`src/rtl/lcd_reader.sv`:
```
// HD44780-style LCD bus reader: one timed read cycle per request, optional busy-flag polling.
// Build with LCD_BUSY_POLL_EN defined to enable the poll_req busy-flag loop and its 2 ms timeout.
module lcd_reader #(
  parameter int unsigned CLK_FREQ    = 100000000,
  parameter int unsigned TIMEOUT_CYC = CLK_FREQ / 500
) (
  input  logic       clock,
  input  logic       internal_reset_n,
  input  logic       read_req,
  input  logic       read_rs,
  input  logic       poll_req,
  input  logic [7:0] d_pad,
  output logic       rs,
  output logic       rw,
  output logic       e,
  output logic [7:0] read_data,
  output logic       data_valid,
  output logic       busy,
  output logic       poll_done,
  output logic       poll_timeout
);

  localparam int unsigned MHZ       = CLK_FREQ / 1000000;
  localparam int unsigned SETUP_CYC = MHZ * 60 / 1000;
  localparam int unsigned EH_CYC    = MHZ * 500 / 1000;
  localparam int unsigned CAP_CYC   = MHZ * 450 / 1000;
  localparam int unsigned REC_CYC   = MHZ * 1000 / 1000 - SETUP_CYC - EH_CYC;

  // Counters hold "cycles already spent", so each state ends on count N-1.
  localparam logic [17:0] SETUP_LAST = 18'(SETUP_CYC - 1);
  localparam logic [17:0] EH_LAST    = 18'(EH_CYC - 1);
  localparam logic [17:0] CAP_LAST   = 18'(CAP_CYC - 1);
  localparam logic [17:0] REC_LAST   = 18'(REC_CYC - 1);

`ifdef LCD_BUSY_POLL_EN
  typedef enum logic [2:0] {IDLE, SETUP, E_HIGH, RECOVER, POLL_CHECK} state_t;
  localparam logic [17:0] TO_LIMIT = 18'(TIMEOUT_CYC);
  logic        poll_q, poll_d;
  logic        pd_q, pd_d;
  logic        pt_q, pt_d;
  logic [17:0] to_cnt_q, to_cnt_d;
`else
  typedef enum logic [1:0] {IDLE, SETUP, E_HIGH, RECOVER} state_t;
  logic unused_poll_req;
  assign unused_poll_req = poll_req;
`endif

  state_t      state_q, state_d;
  logic [17:0] cnt_q, cnt_d;
  logic [1:0]  sync_q, sync_d;
  logic        rs_q, rs_d;
  logic        rw_q, rw_d;
  logic        e_q, e_d;
  logic [7:0]  rd_q, rd_d;
  logic        dv_q, dv_d;
  logic        busy_q, busy_d;

  always_comb begin
    state_d = state_q;
    cnt_d   = cnt_q + 18'd1;
    sync_d  = {sync_q[0], 1'b1};
    rs_d    = rs_q;
    rw_d    = rw_q;
    e_d     = e_q;
    rd_d    = rd_q;
    dv_d    = 1'b0;
    busy_d  = busy_q;
`ifdef LCD_BUSY_POLL_EN
    poll_d   = poll_q;
    pd_d     = 1'b0;
    pt_d     = 1'b0;
    to_cnt_d = (poll_q && to_cnt_q != TO_LIMIT) ? to_cnt_q + 18'd1 : to_cnt_q;
`endif
    case (state_q)
      IDLE: begin
        cnt_d = '0;
        // Requests are held off until reset release has crossed the synchroniser.
        if (sync_q[1]) begin
          if (read_req) begin
            rs_d    = read_rs;
            rw_d    = 1'b1;
            busy_d  = 1'b1;
            state_d = SETUP;
`ifdef LCD_BUSY_POLL_EN
            poll_d  = 1'b0;
          end else if (poll_req) begin
            rs_d     = 1'b0;
            rw_d     = 1'b1;
            busy_d   = 1'b1;
            poll_d   = 1'b1;
            to_cnt_d = '0;
            state_d  = SETUP;
`endif
          end
        end
      end
      SETUP: begin
        if (cnt_q == SETUP_LAST) begin
          e_d     = 1'b1;
          cnt_d   = '0;
          state_d = E_HIGH;
        end
      end
      E_HIGH: begin
        if (cnt_q == CAP_LAST) rd_d = d_pad;
        if (cnt_q == EH_LAST) begin
          e_d     = 1'b0;
          cnt_d   = '0;
          state_d = RECOVER;
        end
      end
      RECOVER: begin
        if (cnt_q == REC_LAST) begin
          rw_d  = 1'b0;
          cnt_d = '0;
`ifdef LCD_BUSY_POLL_EN
          if (poll_q) begin
            state_d = POLL_CHECK;
          end else begin
            dv_d    = 1'b1;
            busy_d  = 1'b0;
            state_d = IDLE;
          end
`else
          dv_d    = 1'b1;
          busy_d  = 1'b0;
          state_d = IDLE;
`endif
        end
      end
`ifdef LCD_BUSY_POLL_EN
      POLL_CHECK: begin
        cnt_d = '0;
        // A clear busy flag wins over a timeout that expired during the same cycle.
        if (!rd_q[7]) begin
          dv_d    = 1'b1;
          pd_d    = 1'b1;
          busy_d  = 1'b0;
          poll_d  = 1'b0;
          state_d = IDLE;
        end else if (to_cnt_q == TO_LIMIT) begin
          pt_d    = 1'b1;
          busy_d  = 1'b0;
          poll_d  = 1'b0;
          state_d = IDLE;
        end else begin
          rw_d    = 1'b1;
          state_d = SETUP;
        end
      end
`endif
      default: begin
        cnt_d   = '0;
        state_d = IDLE;
      end
    endcase
  end

  always_ff @(posedge clock or negedge internal_reset_n) begin
    if (!internal_reset_n) begin
      state_q  <= IDLE;
      cnt_q    <= '0;
      sync_q   <= '0;
      rs_q     <= 1'b0;
      rw_q     <= 1'b0;
      e_q      <= 1'b0;
      rd_q     <= '0;
      dv_q     <= 1'b0;
      busy_q   <= 1'b0;
`ifdef LCD_BUSY_POLL_EN
      poll_q   <= 1'b0;
      pd_q     <= 1'b0;
      pt_q     <= 1'b0;
      to_cnt_q <= '0;
`endif
    end else begin
      state_q  <= state_d;
      cnt_q    <= cnt_d;
      sync_q   <= sync_d;
      rs_q     <= rs_d;
      rw_q     <= rw_d;
      e_q      <= e_d;
      rd_q     <= rd_d;
      dv_q     <= dv_d;
      busy_q   <= busy_d;
`ifdef LCD_BUSY_POLL_EN
      poll_q   <= poll_d;
      pd_q     <= pd_d;
      pt_q     <= pt_d;
      to_cnt_q <= to_cnt_d;
`endif
    end
  end

  assign rs         = rs_q;
  assign rw         = rw_q;
  assign e          = e_q;
  assign read_data  = rd_q;
  assign data_valid = dv_q;
  assign busy       = busy_q;
`ifdef LCD_BUSY_POLL_EN
  assign poll_done    = pd_q;
  assign poll_timeout = pt_q;
`else
  assign poll_done    = 1'b0;
  assign poll_timeout = 1'b0;
`endif

endmodule

```
`config.mk`:
```
export PLATFORM = sky130hd
export DESIGN_NAME = lcd_reader
export DESIGN_NICKNAME = d
export VERILOG_FILES = /design/src/rtl/lcd_reader.sv
export SDC_FILE = /design/constraint.sdc
export NUM_CORES = 1
export LEC_CHECK = 0
export ABC_AREA = 0
export BUFFER_PORTS_ARGS = -buffer_cell sky130_fd_sc_hd__buf_2
export CORE_MARGIN = 2
export CORE_UTILIZATION = 55
export CTS_BUF_LIST = sky130_fd_sc_hd__clkbuf_4 sky130_fd_sc_hd__clkbuf_8
export DETAILED_ROUTE_END_ITERATION = 8
export GPL_TIMING_DRIVEN = 1
export HOLD_SLACK_MARGIN = 0.06
export PLACE_DENSITY = 0.81
export SKIP_CTS_REPAIR_TIMING = 1
export SLEW_MARGIN = 30
export SYNTH_ARGS = -nofsm -noshare
export SYNTH_HDL_FRONTEND = slang
export SYNTH_SLANG_ARGS = --single-unit
```
`constraint.sdc`:
```
create_clock -name clock -period 3.5 [get_ports clock]
set_input_delay 0.35 -clock clock [delete_from_list [all_inputs] [get_ports clock]]
set_output_delay 0.35 -clock clock [all_outputs]
set_load 0.05 [all_outputs]
```
==> results by group <==
Setup path
  – Worst path cell trace: nor4_1 > nand3_2 > o31ai_2 > a31o_1 > nor2_1
  – Arrival @ worst endpoint: 2.36 ns
  – CP max stage cell: a31o_1
  – CP peak stage delay: 0.58 ns
  – Delay-heaviest family, CP: compound AO/OA/AOI/OAI gates
  – Critical path class: flop to flop
  – Worst endpoint required time: 3.70 ns
  – Peak fanout along the critical path: 18
  – CP bufs+invs: 0
  – Crit. End Element: flop
  – CP startpoint kind: flop

Die
  – FP Rows: 20
  – Starting Density: 0.5655
  – Std-Cell Core Area: 2978 sq um
  – Die Y: 59.34 um
  – Die width: 59.34 um
  – Die area: 3521 sq um
  – Total I/O pin count: 28

Final layout
  – Layout cell share with drive strength beyond 1: 0.2446
  – Layout fillers: 229
  – Area grow syn2layout: 11.74%
  – Fin cells: 217
  – Most frequent cells in the layout: 34 x dfrtp_1, 26 x nor2_1, 24 x buf_2, 11 x xnor2_1
  – Nets: 203
  – Most common cell after layout, fill and taps aside: dfrtp_1
  – Number of diodes: 0

Global route
  – First-pass GRT wire length: 4.899 mm
  – Total track usage: 0.1896
  – Initial antenna violation count: 0
  – Vias in the first global route: 1153
  – Grt ovf: 0
  – Largest net degree at the start of global routing: 35

STA
  – Skew final: 0.005606 ns
  – Slew @ Worst Pin: 0.7253 ns
  – Post-route minimum period: 2.151 ns
  – Slew headroom: 0.5165
  – Pins over their slew limit: 0
  – Final Hold Viols: 0
  – Crit share post-route: 0.6145
  – Final setup fails: 0
  – Peak Freq: 464.9 MHz
  – Final setup margin: 1.349 ns
  – Setup tns final: 0 ns
  – Unrepaired setup endpoints after global routing: false

Logic synthesis
  – Top_reg_cell synth: dfrtp_1
  – Unique masters post-synth: 36
  – Avg Cell Area, Syn: 10.66 sq um
  – Mapped Area: 1684 sq um
  – Top cells by area, synth: dfrtp_1 51%, mux2_2 6.0%, nor2_1 5.8%
  – Yosys top cell area share: 0.5052
  – Number of synthesis warnings: 0
  – Post-synthesis sequential area ratio: 0.5052
  – Async SR Flop Fraction: 1.000
  – Post-Synthesis Cells: 158
  – Post-synth EDFFs: 0
  – Synth Register Bits: 34
  – Area leader, netlist: dfrtp_1

Place
  – Routability Congestion: 0.8788
  – Port Buffer Count: 24
  – HPWL after DPL: 1.974 mm
  – Pre-CTS setup slack: 1.334 ns
  – Placed insts: 209

Route
  – Antenna viol nets, final: 0
  – Drt drc: 0
  – Avg WL per Cell: 12.89 um
  – DR iter-0 viols: 29
  – WL final: 2.797 mm
  – Routed via count: 1186
  – First-pass DRT Iterations: 4
  – Drt via density: 5.465

Worst hold path
  – HP Class: primary input to async pin

Clock tree
  – Num CTS Buffers: 5
  – Clock Latency Late Sink: 0.34 ns
  – TritonCTS clock tree: yes
  – Reg clk slew, reported paths: 0.11 ns
  – CTS Root Cell: clkbuf_4
  – Clk sinks: 34
  – Clock Path Buffers: 2
  – H-tree Lvls: 2

Pwr
  – PD cells: 389.6 nW/um^2
  – Leakage power: 0.8760 nW
  – Overall power: 0.0007331 W
  – Max rail drop VDD: 0.3223 mV

Status
  – Status: complete, no violations

Run
  – Max_cap viols: 0
-- stage by stage --
stage               hold WS, ns  instance area [sq um]    util
detailed placement       0.3482                   1799  0.6042
global route             0.1028                   1882  0.6319
CTS                     0.07591                   1882  0.6319
finish                  0.05739                   1882  0.6319
global placement         0.3339                   1799  0.6042
floorplan               0.05441                   1688       -
-- cell type report --
class                           instances  area [sq um]  share of cell area
Sequential cell                        34         850.8              0.4521
Inverter                                9         33.78             0.01795
Tap cell                               33         41.29             0.02194
Timing Repair Buffer                   24         120.1             0.06383
Multi-Input combinational cell        109         753.2              0.4003
Clock inverter                          3         45.04             0.02394
Clock buffer                            5         37.54             0.01995
-- worst reg2reg max path: cells and delay by family (launching register included) --
kind	cells	cell delay, ns
flops	1	0.43
compound gates	2	0.93
simple gates	3	0.66
-- logic make-up (layout without fill, tap and decap cells) --
logic type,after synthesis,in the layout,share of synthesized area
AOI/OAI and AO/OA,9,9,0.03789
buffers and inverters,16,41,0.04977
adders and majority gates,7,7,0.05200
DFF,34,34,0.5052
and+or+nand+nor,64,64,0.2006
xor gates and xnor gates,16,16,0.08321
other,2,3,0.004459
muxes,10,10,0.06687
-- Yosys cell counts, types with 2 or more instances --
library cell  instances
a31oi_1               2
and2_1                2
and4_1                2
buf_4                 4
conb_1                2
dfrtp_1              34
ha_1                  7
inv_1                 9
mux2_2                9
nand2_1               8
nand3_1               8
nand4_1               4
nor2_1               26
nor4_1                2
nor4_2                2
nor4b_1               2
o21ai_1               2
xnor2_1              11
xor2_1                5
-- path summary, 6_finish.rpt --
| path | from | slack [ns] | endpoint | cells after the start |
|---|---|---|---|---|
| min in group clock | d_pad[3] | 0.23 | read_data[3]$_DFFE_PN0P_ | 2 |
| setup reg to reg | cnt_q[9]$_DFF_PN0_ | 1.35 | cnt_q[9]$_DFF_PN0_ | 5 |
| max in group asynchronous | internal_reset_n | 2.99 | cnt_q[7]$_DFF_PN0_ | 1 |
| setup / recovery | cnt_q[9]$_DFF_PN0_ | 1.35 | cnt_q[9]$_DFF_PN0_ | 5 |
| hold reg to reg | sync_q[0]$_DFF_PN0_ | 0.37 | sync_q[1]$_DFF_PN0_ | 0 |
| hold / removal | internal_reset_n | 0.06 | cnt_q[3]$_DFF_PN0_ | 1 |
-- where the power goes --
group	switching (W)	internal [W]
clock network	0.000138	0.000150
logic	0.0000334	0.0000109
registers	0.00000262	0.000398
total	0.000174	0.000559
-- metal layers --
| layer | track usage | vias up | share of wire |
|---|---|---|---|
| met5 | 0 | - | 0 |
| met4 | 0.1169 | 0 | 0.030 |
| met3 | 0.04585 | 9 | 0.043 |
| met2 | 0.3014 | 32 | 0.47 |
| met1 | 0.2313 | 570 | 0.46 |
| li1 | - | 575 | - |
-- flip-flops by register name (all words and copies together), names as in the netlist --
register / count
cnt_q: 18
rs: 1
state_q: 2
data_valid: 1
e: 1
busy: 1
sync_q: 2
read_data: 8
Power figures use the tool's default switching activity.
